[config.mk]
export PLATFORM = sky130hd
export DESIGN_NAME = ysyx_25040129_rtc_slave_flat
export DESIGN_NICKNAME = d
export VERILOG_FILES = /design/src/rtl/ysyx_25040129_rtc_slave_if.sv /design/src/rtl/ysyx_25040129_rtc_slave.sv /design/src/flat_wrapper.sv
export SDC_FILE = /design/constraint.sdc
export NUM_CORES = 1
export LEC_CHECK = 0
export ABC_CLOCK_PERIOD_IN_PS = 5100
export BUFFER_PORTS_ARGS = -buffer_cell sky130_fd_sc_hd__buf_2
export CAP_MARGIN = 20
export CORE_MARGIN = 2
export CORE_UTILIZATION = 29
export DETAILED_ROUTE_END_ITERATION = 10
export PLACE_DENSITY = 0.55
export SLEW_MARGIN = 20
export SYNTH_ARGS = -nofsm -noshare
export SYNTH_HDL_FRONTEND = slang
export SYNTH_SLANG_ARGS = --single-unit
[constraint.sdc]
create_clock -name clk -period 5.1 [get_ports clk]
set_input_delay 1.02 -clock clk [delete_from_list [all_inputs] [get_ports clk]]
set_output_delay 1.02 -clock clk [all_outputs]
set_load 0.02 [all_outputs]
[src/rtl/ysyx_25040129_rtc_slave_if.sv]
`timescale 1ns/1ps
`default_nettype none
// ============================================================================
//  Module      : ysyx_25040129_rtc_slave_if
//  Description : AXI4-Lite read/write channel bundle between the XBAR rtc_*
//                port (master) and the RTC timer endpoint (slave).
//  Revision    : 1.0 - initial release
// ============================================================================
interface ysyx_25040129_rtc_slave_if;
    // Read address / read data channels
    logic [31:0] araddr;
    logic        arvalid;
    logic        arready;
    logic [31:0] rdata;
    logic [1:0]  rresp;
    logic        rvalid;
    logic        rready;
    // Write address / write data / write response channels
    logic [31:0] awaddr;
    logic        awvalid;
    logic        awready;
    logic [31:0] wdata;
    logic [3:0]  wstrb;
    logic        wvalid;
    logic        wready;
    logic [1:0]  bresp;
    logic        bvalid;
    logic        bready;

    modport master (
        output araddr, arvalid, rready,
        output awaddr, awvalid, wdata, wstrb, wvalid, bready,
        input  arready, rdata, rresp, rvalid,
        input  awready, wready, bresp, bvalid
    );

    modport slave (
        input  araddr, arvalid, rready,
        input  awaddr, awvalid, wdata, wstrb, wvalid, bready,
        output arready, rdata, rresp, rvalid,
        output awready, wready, bresp, bvalid
    );
endinterface
`default_nettype wire

[src/rtl/ysyx_25040129_rtc_slave.sv]
`timescale 1ns/1ps
`default_nettype none
// ============================================================================
//  Module      : ysyx_25040129_rtc_slave
//  Description : Read-only AXI4-Lite timer endpoint. Free-running 64-bit mtime
//                advanced by a clock prescaler; read as two 32-bit words with
//                the high half snapshotted on the low-word read; writes are
//                accepted and answered with SLVERR.
//  Revision    : 1.0 - initial release
// ============================================================================
module ysyx_25040129_rtc_slave #(
    parameter logic [31:0] BASE_ADDR = 32'ha000_0048,
    parameter int          CLK_DIV   = 1
) (
    input  wire logic                    clk,
    input  wire logic                    rst,   // asynchronous, active-low
    ysyx_25040129_rtc_slave_if.slave     bus
);

    localparam int          c_PRESC_W  = (CLK_DIV > 1) ? $clog2(CLK_DIV) : 1;
    localparam logic [1:0]  c_RESP_OK  = 2'b00;
    localparam logic [1:0]  c_RESP_ERR = 2'b10;

    // Read FSM: bit0 = arready, bit1 = rvalid, so handshake outputs are flops.
    localparam logic [1:0]  c_R_INIT   = 2'b00;
    localparam logic [1:0]  c_R_IDLE   = 2'b01;
    localparam logic [1:0]  c_R_RESP   = 2'b10;

    // Write FSM: bit0 = awready, bit1 = wready, bit2 = bvalid.
    localparam logic [2:0]  c_W_INIT   = 3'b000;
    localparam logic [2:0]  c_W_IDLE   = 3'b011;
    localparam logic [2:0]  c_W_GOT_AW = 3'b010;
    localparam logic [2:0]  c_W_GOT_W  = 3'b001;
    localparam logic [2:0]  c_W_RESP   = 3'b100;

    logic [c_PRESC_W-1:0] r_presc;
    logic [63:0]          r_mtime;
    logic [31:0]          r_hi_snap;
    logic [31:0]          r_rdata;
    logic [1:0]           r_rresp;
    logic [1:0]           r_rstate;
    logic [1:0]           w_rnext;
    logic [2:0]           r_wstate;
    logic [2:0]           w_wnext;

    logic                 w_tick;
    logic                 w_ar_hs;
    logic [31:0]          w_off;
    logic                 w_arready;
    logic                 w_rvalid;
    logic                 w_awready;
    logic                 w_wready;
    logic                 w_bvalid;
    logic [1:0]           w_bresp;
    logic                 w_unused;

    // Write payload only completes the handshake; it never reaches any state.
    assign w_unused = ^{bus.awaddr, bus.wdata, bus.wstrb};

    assign w_tick  = (r_presc == c_PRESC_W'(CLK_DIV - 1));
    assign w_ar_hs = (r_rstate == c_R_IDLE) && bus.arvalid;
    assign w_off   = bus.araddr - BASE_ADDR;

    // Prescaler and 64-bit time base, free-running regardless of bus activity.
    always_ff @(posedge clk or negedge rst) begin
        if (!rst) begin
            r_presc <= '0;
            r_mtime <= '0;
        end else begin
            if (w_tick) begin
                r_presc <= '0;
                r_mtime <= r_mtime + 64'd1;
            end else begin
                r_presc <= r_presc + 1'b1;
            end
        end
    end

    // Read FSM state register.
    always_ff @(posedge clk or negedge rst) begin
        if (!rst) begin
            r_rstate <= c_R_INIT;
        end else begin
            r_rstate <= w_rnext;
        end
    end

    // Read FSM next-state: one outstanding read, AR blocked while responding.
    always_comb begin
        w_rnext = r_rstate;
        case (r_rstate)
            c_R_INIT: w_rnext = c_R_IDLE;
            c_R_IDLE: if (bus.arvalid) w_rnext = c_R_RESP;
            c_R_RESP: if (bus.rready)  w_rnext = c_R_IDLE;
            default:  w_rnext = c_R_IDLE;
        endcase
    end

    // Read FSM outputs taken straight from the state flops.
    always_comb begin
        w_arready = r_rstate[0];
        w_rvalid  = r_rstate[1];
    end

    // Read data capture; the low-word read latches the matching high half
    // on the same edge so a following high-word read is coherent.
    always_ff @(posedge clk or negedge rst) begin
        if (!rst) begin
            r_rdata   <= '0;
            r_rresp   <= c_RESP_OK;
            r_hi_snap <= '0;
        end else if (w_ar_hs) begin
            if (w_off == 32'd0) begin
                r_rdata   <= r_mtime[31:0];
                r_rresp   <= c_RESP_OK;
                r_hi_snap <= r_mtime[63:32];
            end else if (w_off == 32'd4) begin
                r_rdata   <= r_hi_snap;
                r_rresp   <= c_RESP_OK;
            end else begin
                r_rdata   <= '0;
                r_rresp   <= c_RESP_ERR;
            end
        end
    end

    // Write FSM state register.
    always_ff @(posedge clk or negedge rst) begin
        if (!rst) begin
            r_wstate <= c_W_INIT;
        end else begin
            r_wstate <= w_wnext;
        end
    end

    // Write FSM next-state: AW and W accepted independently, response once both seen.
    always_comb begin
        w_wnext = r_wstate;
        case (r_wstate)
            c_W_INIT: w_wnext = c_W_IDLE;
            c_W_IDLE: begin
                if (bus.awvalid && bus.wvalid) begin
                    w_wnext = c_W_RESP;
                end else if (bus.awvalid) begin
                    w_wnext = c_W_GOT_AW;
                end else if (bus.wvalid) begin
                    w_wnext = c_W_GOT_W;
                end
            end
            c_W_GOT_AW: if (bus.wvalid)  w_wnext = c_W_RESP;
            c_W_GOT_W:  if (bus.awvalid) w_wnext = c_W_RESP;
            c_W_RESP:   if (bus.bready)  w_wnext = c_W_IDLE;
            default:    w_wnext = c_W_IDLE;
        endcase
    end

    // Write FSM outputs taken straight from the state flops; bresp is SLVERR whenever valid.
    always_comb begin
        w_awready = r_wstate[0];
        w_wready  = r_wstate[1];
        w_bvalid  = r_wstate[2];
        w_bresp   = {r_wstate[2], 1'b0};
    end

    assign bus.arready = w_arready;
    assign bus.rvalid  = w_rvalid;
    assign bus.rdata   = r_rdata;
    assign bus.rresp   = r_rresp;
    assign bus.awready = w_awready;
    assign bus.wready  = w_wready;
    assign bus.bvalid  = w_bvalid;
    assign bus.bresp   = w_bresp;

endmodule
`default_nettype wire
[src/flat_wrapper.sv]
// flat-port wrapper written by rule: the top's interface ports become plain ports
module ysyx_25040129_rtc_slave_flat 
#(
    parameter logic [31:0] BASE_ADDR = 32'ha000_0048,
    parameter int          CLK_DIV   = 1
)
  (clk, rst, bus_araddr, bus_arvalid, bus_rready, bus_awaddr, bus_awvalid, bus_wdata, bus_wstrb, bus_wvalid, bus_bready, bus_arready, bus_rdata, bus_rresp, bus_rvalid, bus_awready, bus_wready, bus_bresp, bus_bvalid);
  ysyx_25040129_rtc_slave_if bus_i ();
  input  wire logic clk;
  input  wire logic rst;
  input wire logic [$bits(bus_i.araddr)-1:0] bus_araddr;
  input wire logic [$bits(bus_i.arvalid)-1:0] bus_arvalid;
  input wire logic [$bits(bus_i.rready)-1:0] bus_rready;
  input wire logic [$bits(bus_i.awaddr)-1:0] bus_awaddr;
  input wire logic [$bits(bus_i.awvalid)-1:0] bus_awvalid;
  input wire logic [$bits(bus_i.wdata)-1:0] bus_wdata;
  input wire logic [$bits(bus_i.wstrb)-1:0] bus_wstrb;
  input wire logic [$bits(bus_i.wvalid)-1:0] bus_wvalid;
  input wire logic [$bits(bus_i.bready)-1:0] bus_bready;
  output wire logic [$bits(bus_i.arready)-1:0] bus_arready;
  output wire logic [$bits(bus_i.rdata)-1:0] bus_rdata;
  output wire logic [$bits(bus_i.rresp)-1:0] bus_rresp;
  output wire logic [$bits(bus_i.rvalid)-1:0] bus_rvalid;
  output wire logic [$bits(bus_i.awready)-1:0] bus_awready;
  output wire logic [$bits(bus_i.wready)-1:0] bus_wready;
  output wire logic [$bits(bus_i.bresp)-1:0] bus_bresp;
  output wire logic [$bits(bus_i.bvalid)-1:0] bus_bvalid;
  assign bus_i.araddr = bus_araddr;
  assign bus_i.arvalid = bus_arvalid;
  assign bus_i.rready = bus_rready;
  assign bus_i.awaddr = bus_awaddr;
  assign bus_i.awvalid = bus_awvalid;
  assign bus_i.wdata = bus_wdata;
  assign bus_i.wstrb = bus_wstrb;
  assign bus_i.wvalid = bus_wvalid;
  assign bus_i.bready = bus_bready;
  assign bus_arready = bus_i.arready;
  assign bus_rdata = bus_i.rdata;
  assign bus_rresp = bus_i.rresp;
  assign bus_rvalid = bus_i.rvalid;
  assign bus_awready = bus_i.awready;
  assign bus_wready = bus_i.wready;
  assign bus_bresp = bus_i.bresp;
  assign bus_bvalid = bus_i.bvalid;
  ysyx_25040129_rtc_slave #(.BASE_ADDR(BASE_ADDR), .CLK_DIV(CLK_DIV)) u_core (.clk(clk), .rst(rst), .bus(bus_i));
endmodule
==> results.json, run 1 <==
{
  "power_frac_seq": 0.439,
  "dp.cells": 881,
  "syn_inst": 539,
  "grt_start_max_net_pins": 72,
  "max_freq_mhz": 302,
  "critPathLaunchType": "input port",
  "start_util": 0.296,
  "drv_cap": 0,
  "rsz0062_at_grt": "false",
  "fin_util": 0.357,
  "dp_slack_ns": 1.27,
  "status": "finished, final reports clean",
  "cts_resized": 0,
  "io_pins": 148,
  "power_switching_mw": 0.589,
  "end_kind": "flop",
  "overflow": 0,
  "dr.pass1.iters": 4,
  "drc": 0,
  "cts_max_level": 4,
  "worstMarginPinSlew_ns": 0.933,
  "cts_num_sinks": 134,
  "synth-seq-cells": 134,
  "synth-edff-count": 0,
  "crit_type": "input port to flop",
  "synth_area_mm2": 0.00623,
  "comb_power_share": 0.067,
  "area_growth_pct": 20.6,
  "fin_crit_sh": 0.648,
  "min_path_type": "flop to flop",
  "tns_ns": 0,
  "gp_congestion": 0.804,
  "place_hpwl_mm": 9.22,
  "fillCellCount": 2067,
  "slowest_stage": "nand4_1",
  "vias_per_cell": 4.74,
  "clk_path_buf_depth": 2,
  "finalSetupViolations": 0,
  "gr-usage-all-layers": 0.124,
  "holdWs_ns": 0.470,
  "ys_types": 50,
  "critPathMaxStageDelay_ns": 0.66,
  "critical_path_buf_inv_count": 2,
  "die_area_mm2": 0.0227,
  "power.density_mw_per_mm2": 333,
  "diodes": 0,
  "synthTopCellsByArea": "dfrtp_1 (54%), mux2_4 (7.2%), xnor2_1 (6.2%)",
  "final_cell_area_mm2": 0.00751,
  "fin_skew_ns": 0.00873,
  "synth_top_area_frac": 0.538,
  "p_sw_frac": 0.236,
  "seqCellArea_mm2": 0.00335,
  "path_cells": "buf_2 > or4_4 > nor2_1 > o2111ai_1 > nor4b_2 > nand4_1 > buf_4 > o21ai_0",
  "finalHoldViolCount": 0,
  "p_int_mw": 1.91,
  "antenna_found_initial": 0,
  "ys_seq_area_frac": 0.538,
  "placement.io_buffers": 77,
  "final_cell_mix": "dfrtp_1 (134), buf_2 (76), nand2_1 (64)",
  "post_cts_buffers": 0,
  "multi_input_comb_area_mm2": 0.00274,
  "cts_tree": "done",
  "final.setup.worst_slack_ns": 1.79,
  "yosysTopAreaCell": "dfrtp_1",
  "root_buffer": "clkbuf_16",
  "final_layout_size_suffix_gt1_frac": 0.243,
  "peakVddDrop_uv": 208,
  "placed_cell_area_mm2": 0.00691,
  "clkPwrFrac": 0.494,
  "clock_latency_ns": 0.42,
  "fin_crit_ns": 3.31,
  "num_vias": 4325,
  "p_total_mw": 2.50,
  "crit_family": "simple AND/OR/NAND/NOR gates",
  "layout_commonest_cell": "dfrtp_1",
  "worstPathRequired_ns": 5.42,
  "grt_first_pass_wirelength_mm": 21.9,
  "routed_wl_mm": 13.3,
  "drv_slew": 0,
  "postRouteAntennaNets": 0,
  "holdBufCountCts": 0,
  "yosys_warnings": 0,
  "core-area_mm2": 0.0210,
  "grt_pass1_vias": 4351,
  "crit_fanout": 18,
  "rows": 53,
  "fin_nets": 734,
  "die_x_um": 151,
  "clk_pin_slew_ns": 0.06,
  "fin_cells": 912,
  "die_h_um": 151,
  "numCtsBuffers": 17,
  "synthFlopType": "dfrtp_1",
  "wl_per_cell_um": 14.6,
  "avgSynthCellArea_um2": 11.6,
  "slew_headroom": 0.372,
  "async_reset_ff_frac": 1.00,
  "power_leakage_nw": 3.66,
  "drtIter0Drc": 168,
  "cp.arrival_ns": 3.63
}
-- synth_stat cells (all sizes together) (2+ instances only) --
library cell,number
a21boi,2
a21oi,4
and2,8
and3,12
and4,8
buf,6
clkbuf,11
dfrtp,134
ha,2
inv,11
mux2,32
mux2i,33
nand2,64
nand2b,7
nand3,24
nand4,16
nor2,22
nor2b,2
nor3,9
nor4,10
nor4b,3
o21ai,37
or3,2
or4,2
xnor2,44
xor2,20
-- power groups by stage --
stage          clock [mW]  combinational [mW]  sequential, mW
6_report             1.24               0.167            1.10
5_1_grt              1.32               0.189            1.10
3_3_place_gp            0               0.166            1.11
2_1_floorplan           0              0.0763            1.13
3_5_place_dp            0               0.171            1.12
4_1_cts              1.26               0.172            1.10
-- area by class of cell --
class / count / share of cell area
multi-input combinational: 378 / 0.365
tap: 275 / 0.0458
inverter: 11 / 0.00550
timing repair buffer: 83 / 0.0577
clock buffer: 18 / 0.0585
clock inverter: 13 / 0.0210
sequential: 134 / 0.447
-- final timing paths --
path	startpoint	to	slack, ns	cells after the start
worst min-delay path	u_core.r_mtime[0]$_DFF_PN0_	u_core.r_mtime[0]$_DFF_PN0_	0.47	1
max in group asynchronous	rst	u_core.r_wstate[0]$_DFFE_PN0P_	3.38	2
worst max register to register	u_core.r_rstate[1]$_DFFE_PN0P_	u_core.bus.rdata[24]$_DFFE_PN0P_	2.12	8
worst max-delay path	bus_araddr[21]	u_core.bus.rdata[24]$_DFFE_PN0P_	1.79	8
min in group asynchronous	rst	u_core.bus.rdata[7]$_DFFE_PN0P_	0.71	1
worst min register to register	u_core.r_mtime[0]$_DFF_PN0_	u_core.r_mtime[0]$_DFF_PN0_	0.47	1
-- worst register-to-register path: cells and delay by family, from the launching register on --
family                 cells  cell delay, ns
flip-flops                 1            0.38
AO/OA/AOI/OAI              1            0.20
AND/OR/NAND/NOR            5            1.57
buffers and inverters      2            0.74
-- logic make-up (layout without fill, tap and decap cells) --
kind of cell	Yosys count	count (layout)	share of synthesized area
simple gates	191	191	0.164
mux	65	65	0.129
fa+ha+maj	2	2	0.00402
other cells	1	2	0.000602
buf+inv	28	125	0.0223
flops	134	134	0.538
xor+xnor	64	64	0.0900
compound gates	54	54	0.0512
-- metal layers --
| layer | global-route usage | vias to the layer above | routed length (um) |
|---|---|---|---|
| met5 | 0 | - | 0 |
| met4 | 0.0373 | 0 | 195 |
| met3 | 0.0358 | 18 | 635 |
| met2 | 0.195 | 91 | 6170 |
| met1 | 0.165 | 2152 | 6320 |
| li1 | - | 2064 | - |
-- flip-flops by register name, indices dropped and copies added (netlist names) --
name,cells
u_core.bus.rresp,1
u_core.r_wstate,3
u_core.r_hi_snap,32
u_core.r_mtime,64
u_core.r_rstate,2
u_core.bus.rdata,32
Note: power is estimated with default switching activity, not from simulation.
==> run 2: changes to the inputs <==
--- a/config.mk
+++ b/config.mk
@@ -5,13 +5,14 @@
 export SDC_FILE = /design/constraint.sdc
 export NUM_CORES = 1
 export LEC_CHECK = 0
-export ABC_CLOCK_PERIOD_IN_PS = 5100
+export ABC_AREA = 1
+export ABC_CLOCK_PERIOD_IN_PS = 2800
 export BUFFER_PORTS_ARGS = -buffer_cell sky130_fd_sc_hd__buf_2
 export CAP_MARGIN = 20
 export CORE_MARGIN = 2
 export CORE_UTILIZATION = 29
 export DETAILED_ROUTE_END_ITERATION = 10
-export PLACE_DENSITY = 0.55
+export PLACE_DENSITY = 0.56
 export SLEW_MARGIN = 20
 export SYNTH_ARGS = -nofsm -noshare
 export SYNTH_HDL_FRONTEND = slang
==> constraint.sdc (replaced) <==
create_clock -name clk -period 2.8 [get_ports clk]
set_input_delay 0.56 -clock clk [delete_from_list [all_inputs] [get_ports clk]]
set_output_delay 0.56 -clock clk [all_outputs]
set_load 0.02 [all_outputs]
==> run 2 against run 1 <==
Register-to-register slack lost 1.9 ns. Worst hold slack lost 0.35 ns. Worst setup slack lost 1.6 ns. Combinational power grew to 2.9 times the previous value. Critical path depth grew 3. Clock power grew 81%. First-iteration DRC count grew to 2.9 times the previous value. Die area grew 19%. Non-clock buffer count grew 16. Synthesized area grew 19%. Cell count grew 56%. Power grew 89%. Highest routed layer unchanged.
==> results.json, run 2 <==
{
  "wl_per_cell_um": 13.0,
  "final_layout_size_suffix_gt1_frac": 0.137,
  "postRouteAntennaNets": 0,
  "largest_reg_flops": 64,
  "layout_commonest_cell": "nand2_1",
  "io_pins": 148,
  "power.density_mw_per_mm2": 528,
  "dr.pass1.iters": 5,
  "synthTopCellsByArea": "dfrtp_1 (45%), nand2_1 (16%), xor2_1 (7.1%)",
  "largest_register": "u_core.r_mtime",
  "cts_num_sinks": 134,
  "drtIter0Drc": 493,
  "max_freq_mhz": 386,
  "dp.cells": 1394,
  "die_area_mm2": 0.0269,
  "overflow": 0,
  "fin_cells": 1426,
  "die_h_um": 164,
  "routed_wl_mm": 18.6,
  "placed_cell_area_mm2": 0.00835,
  "r2r_setup_slack_ns": 0.21,
  "r2r-end": "u_core.r_mtime[62]$_DFF_PN0_",
  "cp.arrival_ns": 2.89,
  "numCtsBuffers": 17,
  "fin_crit_ns": 2.59,
  "die_x_um": 164,
  "avgSynthCellArea_um2": 7.48,
  "synth_area_mm2": 0.00742,
  "syn_inst": 992,
  "root_buffer": "clkbuf_16",
  "drv_cap": 0,
  "synth_top_area_frac": 0.452,
  "core-area_mm2": 0.0251,
  "rows": 58,
  "fin_skew_ns": 0.0154,
  "status": "finished, final reports clean",
  "holdWs_ns": 0.118,
  "slew_headroom": 0.621,
  "rsz0062_at_grt": "false",
  "post_cts_buffers": 0,
  "finalHoldViolCount": 0,
  "p_total_mw": 4.72,
  "num_vias": 6453,
  "diodes": 0,
  "worstPathRequired_ns": 3.10,
  "gr-usage-all-layers": 0.147,
  "fin_nets": 1192,
  "clk_pin_slew_ns": 0.06,
  "crit_fanout": 4,
  "crit_type": "flop to flop",
  "clock_latency_ns": 0.42,
  "clk_path_buf_depth": 2,
  "placement.io_buffers": 77,
  "antenna_found_initial": 0,
  "end_kind": "flop",
  "grt_start_max_net_pins": 65,
  "start_util": 0.295,
  "ys_types": 36,
  "gp_congestion": 0.879,
  "yosysTopAreaCell": "dfrtp_1",
  "grt_pass1_vias": 6242,
  "place_hpwl_mm": 14.1,
  "critPathLaunchType": "flop",
  "peakVddDrop_uv": 429,
  "final_cell_area_mm2": 0.00894,
  "cts_max_level": 4,
  "drv_slew": 0,
  "vias_per_cell": 4.53,
  "min_path_type": "input port to async pin",
  "ys_seq_area_frac": 0.452,
  "async_reset_ff_frac": 1.00,
  "synth-seq-cells": 134,
  "synthFlopType": "dfrtp_1",
  "worstMarginPinSlew_ns": 0.569,
  "synth-edff-count": 0,
  "synth_most_common_cell": "nand2_1",
  "final_cell_mix": "nand2_1 (314), dfrtp_1 (134), inv_1 (99)",
  "r2r-start": "u_core.r_mtime[0]$_DFF_PN0_",
  "yosys_warnings": 0,
  "fin_crit_sh": 0.925,
  "synthTopCellsByCount": "nand2_1 (314), dfrtp_1 (134), inv_1 (99)",
  "grt_first_pass_wirelength_mm": 31.2,
  "reg2reg_depth": 11,
  "drc": 0,
  "power_leakage_nw": 4.29,
  "finalSetupViolations": 0,
  "area_growth_pct": 20.5,
  "cts_tree": "done",
  "fin_util": 0.356
}
-- run 2: cells by family after synthesis --
kind of cell | share of synthesized area
AO/OA/AOI/OAI | 0.0388
XOR/XNOR | 0.0827
adder cells (fa/ha/maj) | 0.00337
buffers and inverters | 0.0736
flip-flops | 0.452
other | 0.000506
AND/OR/NAND/NOR | 0.349
-- run 2: what timing repair did --
item / 4_1_cts / 5_1_grt
hold buffers: 0 / 0
endpoints found under the setup margin: 0 / 1
resized for setup: 0 / 1
-- run 2: how the worst max path moves through the flow --
stage,from,to,slack [ns],cells after the start
final,u_core.r_mtime[0]$_DFF_PN0_,u_core.r_mtime[62]$_DFF_PN0_,0.21,11
after global routing,u_core.r_mtime[0]$_DFF_PN0_,u_core.r_mtime[58]$_DFF_PN0_,0.03,11
after CTS,u_core.r_mtime[0]$_DFF_PN0_,u_core.r_mtime[62]$_DFF_PN0_,0.14,11
after detailed placement,bus_araddr[3],u_core.r_hi_snap[29]$_DFFE_PN0P_,-0.06,18
after global placement,bus_araddr[3],u_core.r_hi_snap[29]$_DFFE_PN0P_,-0.04,18
after floorplan,bus_araddr[3],u_core.bus.rresp[1]$_DFFE_PN0P_,0.47,17
-- run 2: power breakdown --
part / switching, mW / internal, mW / leakage [nW]
logic: 0.336 / 0.149 / 2.16
clock network: 0.907 / 1.33 / 0.283
registers: 0.0268 / 1.97 / 1.84
total: 1.27 / 3.45 / 4.29
-- run 2: critical path: stages, from the launching register on --
cell	delay [ns]
dfrtp_1	0.37
ha_1	0.19
inv_1	0.05
nor2_1	0.24
nand4_1	0.26
nor2_1	0.23
nand2_1	0.14
nor2_1	0.16
nand4_1	0.23
nor2_2	0.27
nand4_1	0.15
xor2_1	0.18
-- run 2: per-stage QoR --
| step | setup WS [ns] | TNS (ns) |
|---|---|---|
| 2_1_floorplan | 0.465 | 0 |
| 3_3_place_gp | -0.0424 | -1.09 |
| 3_5_place_dp | -0.0564 | -1.43 |
| 4_1_cts | 0.137 | 0 |
| 5_1_grt | 0.0275 | 0 |
| 6_report | 0.210 | 0 |
-- run 2: final cells by class --
| type | instances | area, um^2 |
|---|---|---|
| clock inverters | 15 | 165 |
| flip-flops and latches | 134 | 3350 |
| inverters | 104 | 390 |
| well taps | 330 | 413 |
| multi-input cells | 727 | 3530 |
| repair buffers | 99 | 657 |
| clock buffers | 17 | 425 |
| fillers | 2696 | 16200 |
-- run 2: routing by layer --
metal | global-route usage | wire [um] | up-vias
met5 | 0 | 0 | -
met4 | 0.0371 | 142 | 0
met3 | 0.0268 | 705 | 10
met2 | 0.233 | 8420 | 108
met1 | 0.206 | 9330 | 2986
li1 | - | - | 3349
